$ cat src/rtl/fpu_sp_minmax_seq.sv
// fpu_sp_minmax_seq: streaming binary32 min/max reducer, one compare per element.
// Ports: clk, rst (sync, active-high); in_valid/in_ready/in_data/in_last element
// stream; out_valid/out_ready handshake with out_max, out_min, out_max_idx,
// out_min_idx, out_count (saturating) and out_nan.
// Optional: define FPU_CMP_NAN_EN to keep NaNs out of the extrema and flag them.
module fpu_sp_minmax_seq #(
  parameter int CNT_W = 16
) (
  input  logic             clk,
  input  logic             rst,
  input  logic             in_valid,
  input  logic [31:0]      in_data,
  input  logic             in_last,
  output logic             in_ready,
  output logic             out_valid,
  input  logic             out_ready,
  output logic [31:0]      out_max,
  output logic [31:0]      out_min,
  output logic [CNT_W-1:0] out_max_idx,
  output logic [CNT_W-1:0] out_min_idx,
  output logic [CNT_W-1:0] out_count,
  output logic             out_nan
);

  typedef enum logic [1:0] {
    IDLE,
    FETCH,
    CMP,
    DONE
  } state_t;

  localparam logic [CNT_W-1:0] CntOne = CNT_W'(1);
  localparam logic [CNT_W-1:0] CntMax = '1;

  state_t state;
  state_t stateNext;

  logic rdyQ;
  logic vldQ;

  logic [31:0]      maxQ;
  logic [31:0]      minQ;
  logic [CNT_W-1:0] maxIdxQ;
  logic [CNT_W-1:0] minIdxQ;
  logic [CNT_W-1:0] cntQ;

  logic [31:0]      opQ;
  logic [CNT_W-1:0] opIdxQ;
  logic             opLastQ;

  logic inFire;
  logic outFire;
  logic opGtMax;
  logic opLtMin;

  // Team comparator ordering: sign first, then magnitude bits,
  // reversed for negatives; identical words are never "greater".
  function automatic logic fpGt(
    input logic [31:0] a,
    input logic [31:0] b
  );
    logic r;
    if (a[31] != b[31]) begin
      r = ~a[31];
    end else if (!a[31]) begin
      r = (a > b);
    end else begin
      r = (a < b);
    end
    return r;
  endfunction

  // Handshake qualifiers; ready/valid are registered so these
  // never feed back combinationally into any output.
  assign inFire  = in_valid & rdyQ;
  assign outFire = vldQ & out_ready;

  // Strict compares so ties keep the earlier index.
  assign opGtMax = fpGt(opQ, maxQ);
  assign opLtMin = fpGt(minQ, opQ);

`ifdef FPU_CMP_NAN_EN
  localparam logic [31:0] QNaN = 32'h7FC0_0000;

  logic nanQ;
  logic haveQ;
  logic inIsNan;
  logic opIsNan;

  function automatic logic isNan(input logic [31:0] x);
    return (&x[30:23]) & (|x[22:0]);
  endfunction

  assign inIsNan = isNan(in_data);
  assign opIsNan = isNan(opQ);
`endif

  // Next-state decode.
  always_comb begin
    stateNext = state;
    unique case (state)
      IDLE: begin
        if (inFire) begin
          stateNext = in_last ? DONE : FETCH;
        end
      end
      FETCH: begin
        if (inFire) begin
          stateNext = CMP;
        end
      end
      CMP: begin
        stateNext = opLastQ ? DONE : FETCH;
      end
      DONE: begin
        if (outFire) begin
          stateNext = IDLE;
        end
      end
      default: begin
        stateNext = IDLE;
      end
    endcase
  end

  // State plus registered handshake outputs, decoded one cycle
  // early from the next state.
  always_ff @(posedge clk) begin
    if (rst) begin
      state <= IDLE;
      rdyQ  <= 1'b0;
      vldQ  <= 1'b0;
    end else begin
      state <= stateNext;
      rdyQ  <= (stateNext == IDLE) |
               (stateNext == FETCH);
      vldQ  <= (stateNext == DONE);
    end
  end

  // Result and operand registers.
  always_ff @(posedge clk) begin
    if (rst) begin
      maxQ    <= '0;
      minQ    <= '0;
      maxIdxQ <= '0;
      minIdxQ <= '0;
      cntQ    <= '0;
      opQ     <= '0;
      opIdxQ  <= '0;
      opLastQ <= 1'b0;
`ifdef FPU_CMP_NAN_EN
      nanQ    <= 1'b0;
      haveQ   <= 1'b0;
`endif
    end else begin
      case (state)
        IDLE: begin
          if (inFire) begin
            cntQ    <= CntOne;
            maxIdxQ <= '0;
            minIdxQ <= '0;
`ifdef FPU_CMP_NAN_EN
            // A leading NaN parks the extrema at the canonical
            // quiet NaN until a real number shows up.
            nanQ  <= inIsNan;
            haveQ <= ~inIsNan;
            maxQ  <= inIsNan ? QNaN : in_data;
            minQ  <= inIsNan ? QNaN : in_data;
`else
            maxQ  <= in_data;
            minQ  <= in_data;
`endif
          end
        end
        FETCH: begin
          if (inFire) begin
            opQ     <= in_data;
            opLastQ <= in_last;
            // Once the count pins at all-ones, later elements
            // share the all-ones index.
            opIdxQ  <= cntQ;
            if (cntQ != CntMax) begin
              cntQ <= cntQ + CntOne;
            end
          end
        end
        CMP: begin
`ifdef FPU_CMP_NAN_EN
          if (opIsNan) begin
            nanQ <= 1'b1;
          end else if (!haveQ) begin
            maxQ    <= opQ;
            minQ    <= opQ;
            maxIdxQ <= opIdxQ;
            minIdxQ <= opIdxQ;
            haveQ   <= 1'b1;
          end else begin
            if (opGtMax) begin
              maxQ    <= opQ;
              maxIdxQ <= opIdxQ;
            end
            if (opLtMin) begin
              minQ    <= opQ;
              minIdxQ <= opIdxQ;
            end
          end
`else
          if (opGtMax) begin
            maxQ    <= opQ;
            maxIdxQ <= opIdxQ;
          end
          if (opLtMin) begin
            minQ    <= opQ;
            minIdxQ <= opIdxQ;
          end
`endif
        end
        default: begin
        end
      endcase
    end
  end

  assign in_ready    = rdyQ;
  assign out_valid   = vldQ;
  assign out_max     = maxQ;
  assign out_min     = minQ;
  assign out_max_idx = maxIdxQ;
  assign out_min_idx = minIdxQ;
  assign out_count   = cntQ;

`ifdef FPU_CMP_NAN_EN
  assign out_nan = nanQ;
`else
  assign out_nan = 1'b0;
`endif

endmodule

$ cat config.mk
export PLATFORM = sky130hd
export DESIGN_NAME = fpu_sp_minmax_seq
export DESIGN_NICKNAME = d
export VERILOG_FILES = /design/src/rtl/fpu_sp_minmax_seq.sv
export SDC_FILE = /design/constraint.sdc
export NUM_CORES = 1
export LEC_CHECK = 0
export BUFFER_PORTS_ARGS = -buffer_cell sky130_fd_sc_hd__clkbuf_2
export CORE_MARGIN = 1.5
export CORE_UTILIZATION = 30
export CTS_CLUSTER_SIZE = 8
export DETAILED_ROUTE_END_ITERATION = 10
export SLEW_MARGIN = 20
export SYNTH_ARGS = -nofsm -noshare
export SYNTH_HDL_FRONTEND = slang
export SYNTH_SLANG_ARGS = --single-unit
$ cat constraint.sdc
create_clock -name clk -period 5.51 [get_ports clk]
set_clock_uncertainty 0.05 [all_clocks]
set_input_delay 0.551 -clock clk [delete_from_list [all_inputs] [get_ports clk]]
set_output_delay 0.551 -clock clk [all_outputs]
set_load 0.01 [all_outputs]
; ---- After elaboration in Yosys (flattened, before gate mapping)
; Cells that the tools add are included.
[classes]
eq_ne = 13
reduce_logical = 8
muxes = 24
bitwise_logic = 5
n_lt_le_gt_ge = 4
addsub = 1
[ops]
columns = op, n
row1 = $pmux 32 s2, 2
row2 = $mux 16, 6
row3 = $mux 32, 3
row4 = $pmux 16 s2, 3
row5 = $gt 32x32->1, 2
row6 = $lt 32x32->1, 2
row7 = $add 16x1->16 const B, 1
row8 = $ne 16x16->1 const B, 1
row9 = $mux 2, 5
row10 = $ne 2x2->1 const B, 5
row11 = $pmux 2 s4, 1
row12 = $eq 2x2->1 const B, 3
row13 = $reduce_and 3->1, 2
row14 = $eq 2x1->1 const B, 2
row15 = $logic_not 2->1, 2
row16 = $mux 1, 4
row17 = $reduce_and 4->1, 1
row18 = $reduce_bool 2->1, 2
row19 = $and 1x1->1, 2
row20 = $ne 1x1->1, 2
row21 = $not 1->1, 2
row22 = $reduce_and 2->1, 1
row23 = $or 1x1->1, 1
[totals]
input_bits = 37
register_bits = 165
out_inout_bits = 115
word_cells = 66

; ---- Depth between registers and ports, before layout
[logic_depth]
word_depth = 5
ltp_mapped = 11
ltp_nobuf = 9

; ---- Worst setup path before layout
; OpenSTA, ideal clock, no wires.
[synth_timing]
path_type = register to register
start = register maxQ[14], in the netlist out_max[14]
end = register maxQ[25], in the netlist out_max[25]
path_stages_with_launch = 12
required_ns = 5.341
synth_period_minus_slack_ns = 2.618
t_arrival_ns = 2.449
slack_ns = 2.892
setup_time_ns = 0.119
path_buffers = 2
path_cell_list = dfxtp_1 -> inv_1 -> ha_1 -> nand4_2 -> nor4_1 -> a21boi_1 -> o41a_4 -> o31a_4 -> and2_4 -> buf_6 -> buf_6 -> o221a_2
[synth_between]
elab_chain_len = 5
elab_cells_between_ends = 6
cone_classes = order compare: 2 / eq/ne: 1 / mux: 2 / reduce/logical: 1
[synth_lines]
columns = item, line
row1 = start: declaration, 41  ; logic [31:0] maxQ;
row2 = start signal: assignment, 171  ; maxQ <= in_data;
row3 = start signal: assignment, 210  ; maxQ <= opQ;
row4 = $gt 32x32->1 or $lt 32x32->1 (tied branches), "66, 68"
row5 = $mux 1 *, 65  ; end else if (!a[31]) begin
row6 = $mux 1 *, 63  ; if (a[31] != b[31]) begin
row7 = $ne 2x2->1 (no source line) *, n/a
row8 = $reduce_and 3->1 (no source line) *, n/a
; Every way passes the cells marked *; elsewhere a longest branch is shown, timed or not.
; A chain may end at the register's enable or synchronous reset.

; ---- Worst setup path in the final report
[layout_timing]
start = register opQ[31]
end = register minQ[26], in the netlist out_min[26]
[layout_between]
elab_chain_len = 5
elab_cells_between_ends = 7
cone_classes = order compare: 2 / eq/ne: 2 / mux: 2 / reduce/logical: 1
[layout_lines]
columns = item, line
row1 = start: declaration, 47  ; logic [31:0] opQ;
row2 = start signal: assignment, 178  ; opQ <= in_data;
row3 = $gt 32x32->1 or $lt 32x32->1 (tied branches), "66, 68"
row4 = $mux 1, 65
row5 = $mux 1 *, 63
row6 = $ne 2x2->1 (no source line) *, n/a
row7 = $reduce_and 3->1 (no source line) *, n/a
row8 = end signal: assignment, 172  ; minQ <= in_data;
row9 = end signal: assignment, 214  ; minQ <= opQ;
row10 = end: declaration, 42  ; logic [31:0] minQ;
; Marked as above.

==> impl_metrics.env <==
export IMPL_fp_dieH_um=167
export IMPL_gr_usage_all_layers_pct=17.7
export IMPL_row_count=60
export IMPL_crit_fanout=27
export IMPL_dp_hpwl_mm=17.0
export IMPL_slowest_stage="nor4_1"
export IMPL_syn_num_nets=1017
export IMPL_post_cts_buffers=0
export IMPL_cpLargestDelayFamily="compound AO/OA/AOI/OAI gates"
export IMPL_hp_start="in_data[22]"
export IMPL_first_pass_iters=5
export IMPL_syn_area_per_cell_sq_um=8.87
export IMPL_synthFlopType="dfxtp_1"
export IMPL_yosys_register_bits=165
export IMPL_clock_latency_ns=0.44
export IMPL_drive_gt1_share_pct=23.8
export IMPL_coreArea_sq_mm=0.0267
export IMPL_drt_iter0_drc=475
export IMPL_slew_viol_final=0
export IMPL_synth_common_cells="nand2_1 (188), dfxtp_1 (165), a21oi_1 (89), inv_1 (73), ha_1 (65)"
export IMPL_worst_slack_ns=1.69
export IMPL_cp_end_kind="flop"
export IMPL_synth_edf_count=0
export IMPL_crit_top_cell="a31o_4"
export IMPL_multi_input_area_sq_mm=0.00422
export IMPL_critPathBufInv=2
export IMPL_worst_ep_arrival_time_ns=4.15
export IMPL_grt_pass1_wl_mm=39.1
export IMPL_place_congestion=0.805
export IMPL_clkSinkCount=165
export IMPL_grt_max_degree=65
export IMPL_nNetsFinal=1133
export IMPL_min_path_type="in2reg"
export IMPL_cts_made_buffers=17
export IMPL_diodes=0
export IMPL_period_share_pct=69.4
export IMPL_yosysTopAreaCellShare_pct=40.7
export IMPL_die_area_sq_mm=0.0281
export IMPL_h_tree_depth=4
export IMPL_vdd_drop_max_uv=179
export IMPL_fin_cells=1385
export IMPL_worstSetupPathType="reg2reg"
export IMPL_path_cells="inv_1 > ha_1 > nand4_1 > nor4_1 > nor2_1 > a31o_4 > a31o_4 > a21oi_4 > buf_4 > o221a_2"
export IMPL_fmax_mhz=262
export IMPL_critPathRequiredTime_ns=5.84
export IMPL_start_kind="flop"
export IMPL_netlist_instances=915
export IMPL_fillers=2768
export IMPL_cp_slowest_stage_delay_ns=0.63
export IMPL_synth_area_leader_cell="dfxtp_1"
export IMPL_timing_final_hold_violations=0
export IMPL_yosysMostFrequentCell="nand2_1"
export IMPL_vias_per_cell=5.16
export IMPL_ctsHoldBuffers=0
export IMPL_synth_area_sq_mm=0.00812
export IMPL_seq_area_sq_mm=0.00330
export IMPL_vias=7148
export IMPL_grt_overflow_total=0
export IMPL_ant_nets=0
export IMPL_p_leak_nw=3.90
export IMPL_yosysWarnings=0
export IMPL_grt_pass1_vias=6998
export IMPL_cts_root_buffer="clkbuf_16"
export IMPL_dp_cells=1353
export IMPL_synth_cell_types=57
export IMPL_cts_tree="done"
export IMPL_drt_wl_total_mm=24.5
export IMPL_start_util_pct=30.4
export IMPL_outcome="completed"
export IMPL_clk_path_buf_depth=2
export IMPL_r2r_start="opQ[31]$_SDFFE_PP0P_"
export IMPL_cts_resized=0
export IMPL_power_density_mw_per_mm2=327
export IMPL_antenna_found_initial=0
export IMPL_drc=0
export IMPL_startpoint="opQ[31]$_SDFFE_PP0P_"
export IMPL_relSlewSlack_pct=37.0
export IMPL_ios=152
export IMPL_area_growth_pct=19.3
export IMPL_rsz0062_at_grt="false"
export IMPL_clk_pin_slew_ns=0.08
export IMPL_finalCriticalPeriod_ns=3.82
export IMPL_utilization_pct=36.2
export IMPL_whs_ns=0.295
export IMPL_fp_dieW_um=167
export IMPL_finalSetupTns_ns=0
export IMPL_synth_area_top_cells="dfxtp_1 (41%), ha_1 (10%), nand2_1 (8.7%), a21oi_1 (5.5%), o221a_2 (4.9%)"
export IMPL_max_cap_violations=0
export IMPL_async_flop_share_pct=0
export IMPL_seq_area_frac_synth_pct=40.7
export IMPL_wl_per_cell_um=17.7
export IMPL_dpl_worst_slack_ns=1.74
export IMPL_worst_pin_slew_ns=0.943
export IMPL_setup_viol=0
export IMPL_io_buffers=150
==> logic make-up after synthesis <==
| kind of cell | Yosys count | synth area share (%) |
|---|---|---|
| buffers and inverters | 136 | 7.71 |
| adder cells (fa/ha/maj) | 65 | 10.0 |
| multiplexers | 2 | 0.247 |
| XOR/XNOR | 9 | 0.971 |
| AND/OR/NAND/NOR | 273 | 14.8 |
| flip-flops | 165 | 40.7 |
| AO/OA/AOI/OAI | 264 | 25.5 |
| other | 1 | 0.0462 |
==> through the flow <==
stage	power, mW	instance area [sq um]
after global placement	1.93	9040
final	3.16	9680
after global routing	3.32	9680
after detailed placement	1.94	9040
after floorplan	1.74	8120
after CTS	3.19	9680
==> final cells by class <==
class                           instances  share of cell area (%)
Inverter                               74                    2.87
Clock inverter                         15                    2.18
Tap cell                              341                    4.41
Sequential cell                       165                    34.1
Multi-Input combinational cell        614                    43.6
Clock buffer                           17                    4.39
Timing Repair Buffer                  159                    8.45
==> registers in the layout, summed over array words and instances, names as in the netlist <==
register     cells
in_ready         1
opIdxQ          16
opLastQ          1
opQ             32
out_count       16
out_max         32
out_max_idx     16
out_min         32
out_min_idx     16
out_valid        1
state            2
==> placed cells by master, fill, tap and decap left out, types with 3 or more instances in the layout <==
| cell | instances |
|---|---|
| nand2_1 | 188 |
| dfxtp_1 | 165 |
| clkbuf_2 | 150 |
| a21oi_1 | 89 |
| inv_1 | 73 |
| ha_1 | 65 |
| o221a_2 | 35 |
| o2bb2ai_1 | 33 |
| o211ai_1 | 32 |
| o221a_1 | 27 |
| o21ai_0 | 22 |
| nor2_1 | 20 |
| clkbuf_16 | 17 |
| nand4_1 | 16 |
| buf_4 | 9 |
| nand3_1 | 8 |
| xor2_1 | 7 |
| clkinv_8 | 7 |
| nand2b_1 | 6 |
| or3_1 | 6 |
| and3_1 | 5 |
| and2_1 | 4 |
| nor4_1 | 3 |
| a21oi_4 | 3 |
| inv_12 | 3 |
| inv_6 | 3 |
==> power by group <==
group / leakage [nW] / total, mW / internal, mW / switching, mW
clock network: 0.305 / 1.26 / 0.632 / 0.625
logic: 2.25 / 0.585 / 0.232 / 0.354
registers: 1.34 / 1.32 / 1.26 / 0.0657
==> final timing paths <==
check	to	cells after the start	slack, ns
max	out_min[26]$_SDFFE_PP0P_	10	1.69
min	opQ[22]$_SDFFE_PP0P_	3	0.30
max reg2reg	out_min[26]$_SDFFE_PP0P_	10	1.69
min reg2reg	opLastQ$_SDFFE_PP0P_	2	0.41
==> metal layers <==
layer,track usage (%),wire (um),vias to the layer above
li1,-,-,3499
met1,22.6,11100,3440
met2,29.2,11400,187
met3,5.51,1650,22
met4,4.27,284,0
met5,0,0,-
==> worst reg2reg max path: stages, from the launching register on <==
cell and delay, ns:
dfxtp_1 0.45, inv_1 0.13, ha_1 0.41, nand4_1 0.15, nor4_1 0.63, nor2_1 0.11
a31o_4 0.27, a31o_4 0.25, a21oi_4 0.62, buf_4 0.45, o221a_2 0.25
No activity file was read; power rests on OpenSTA's default activity.
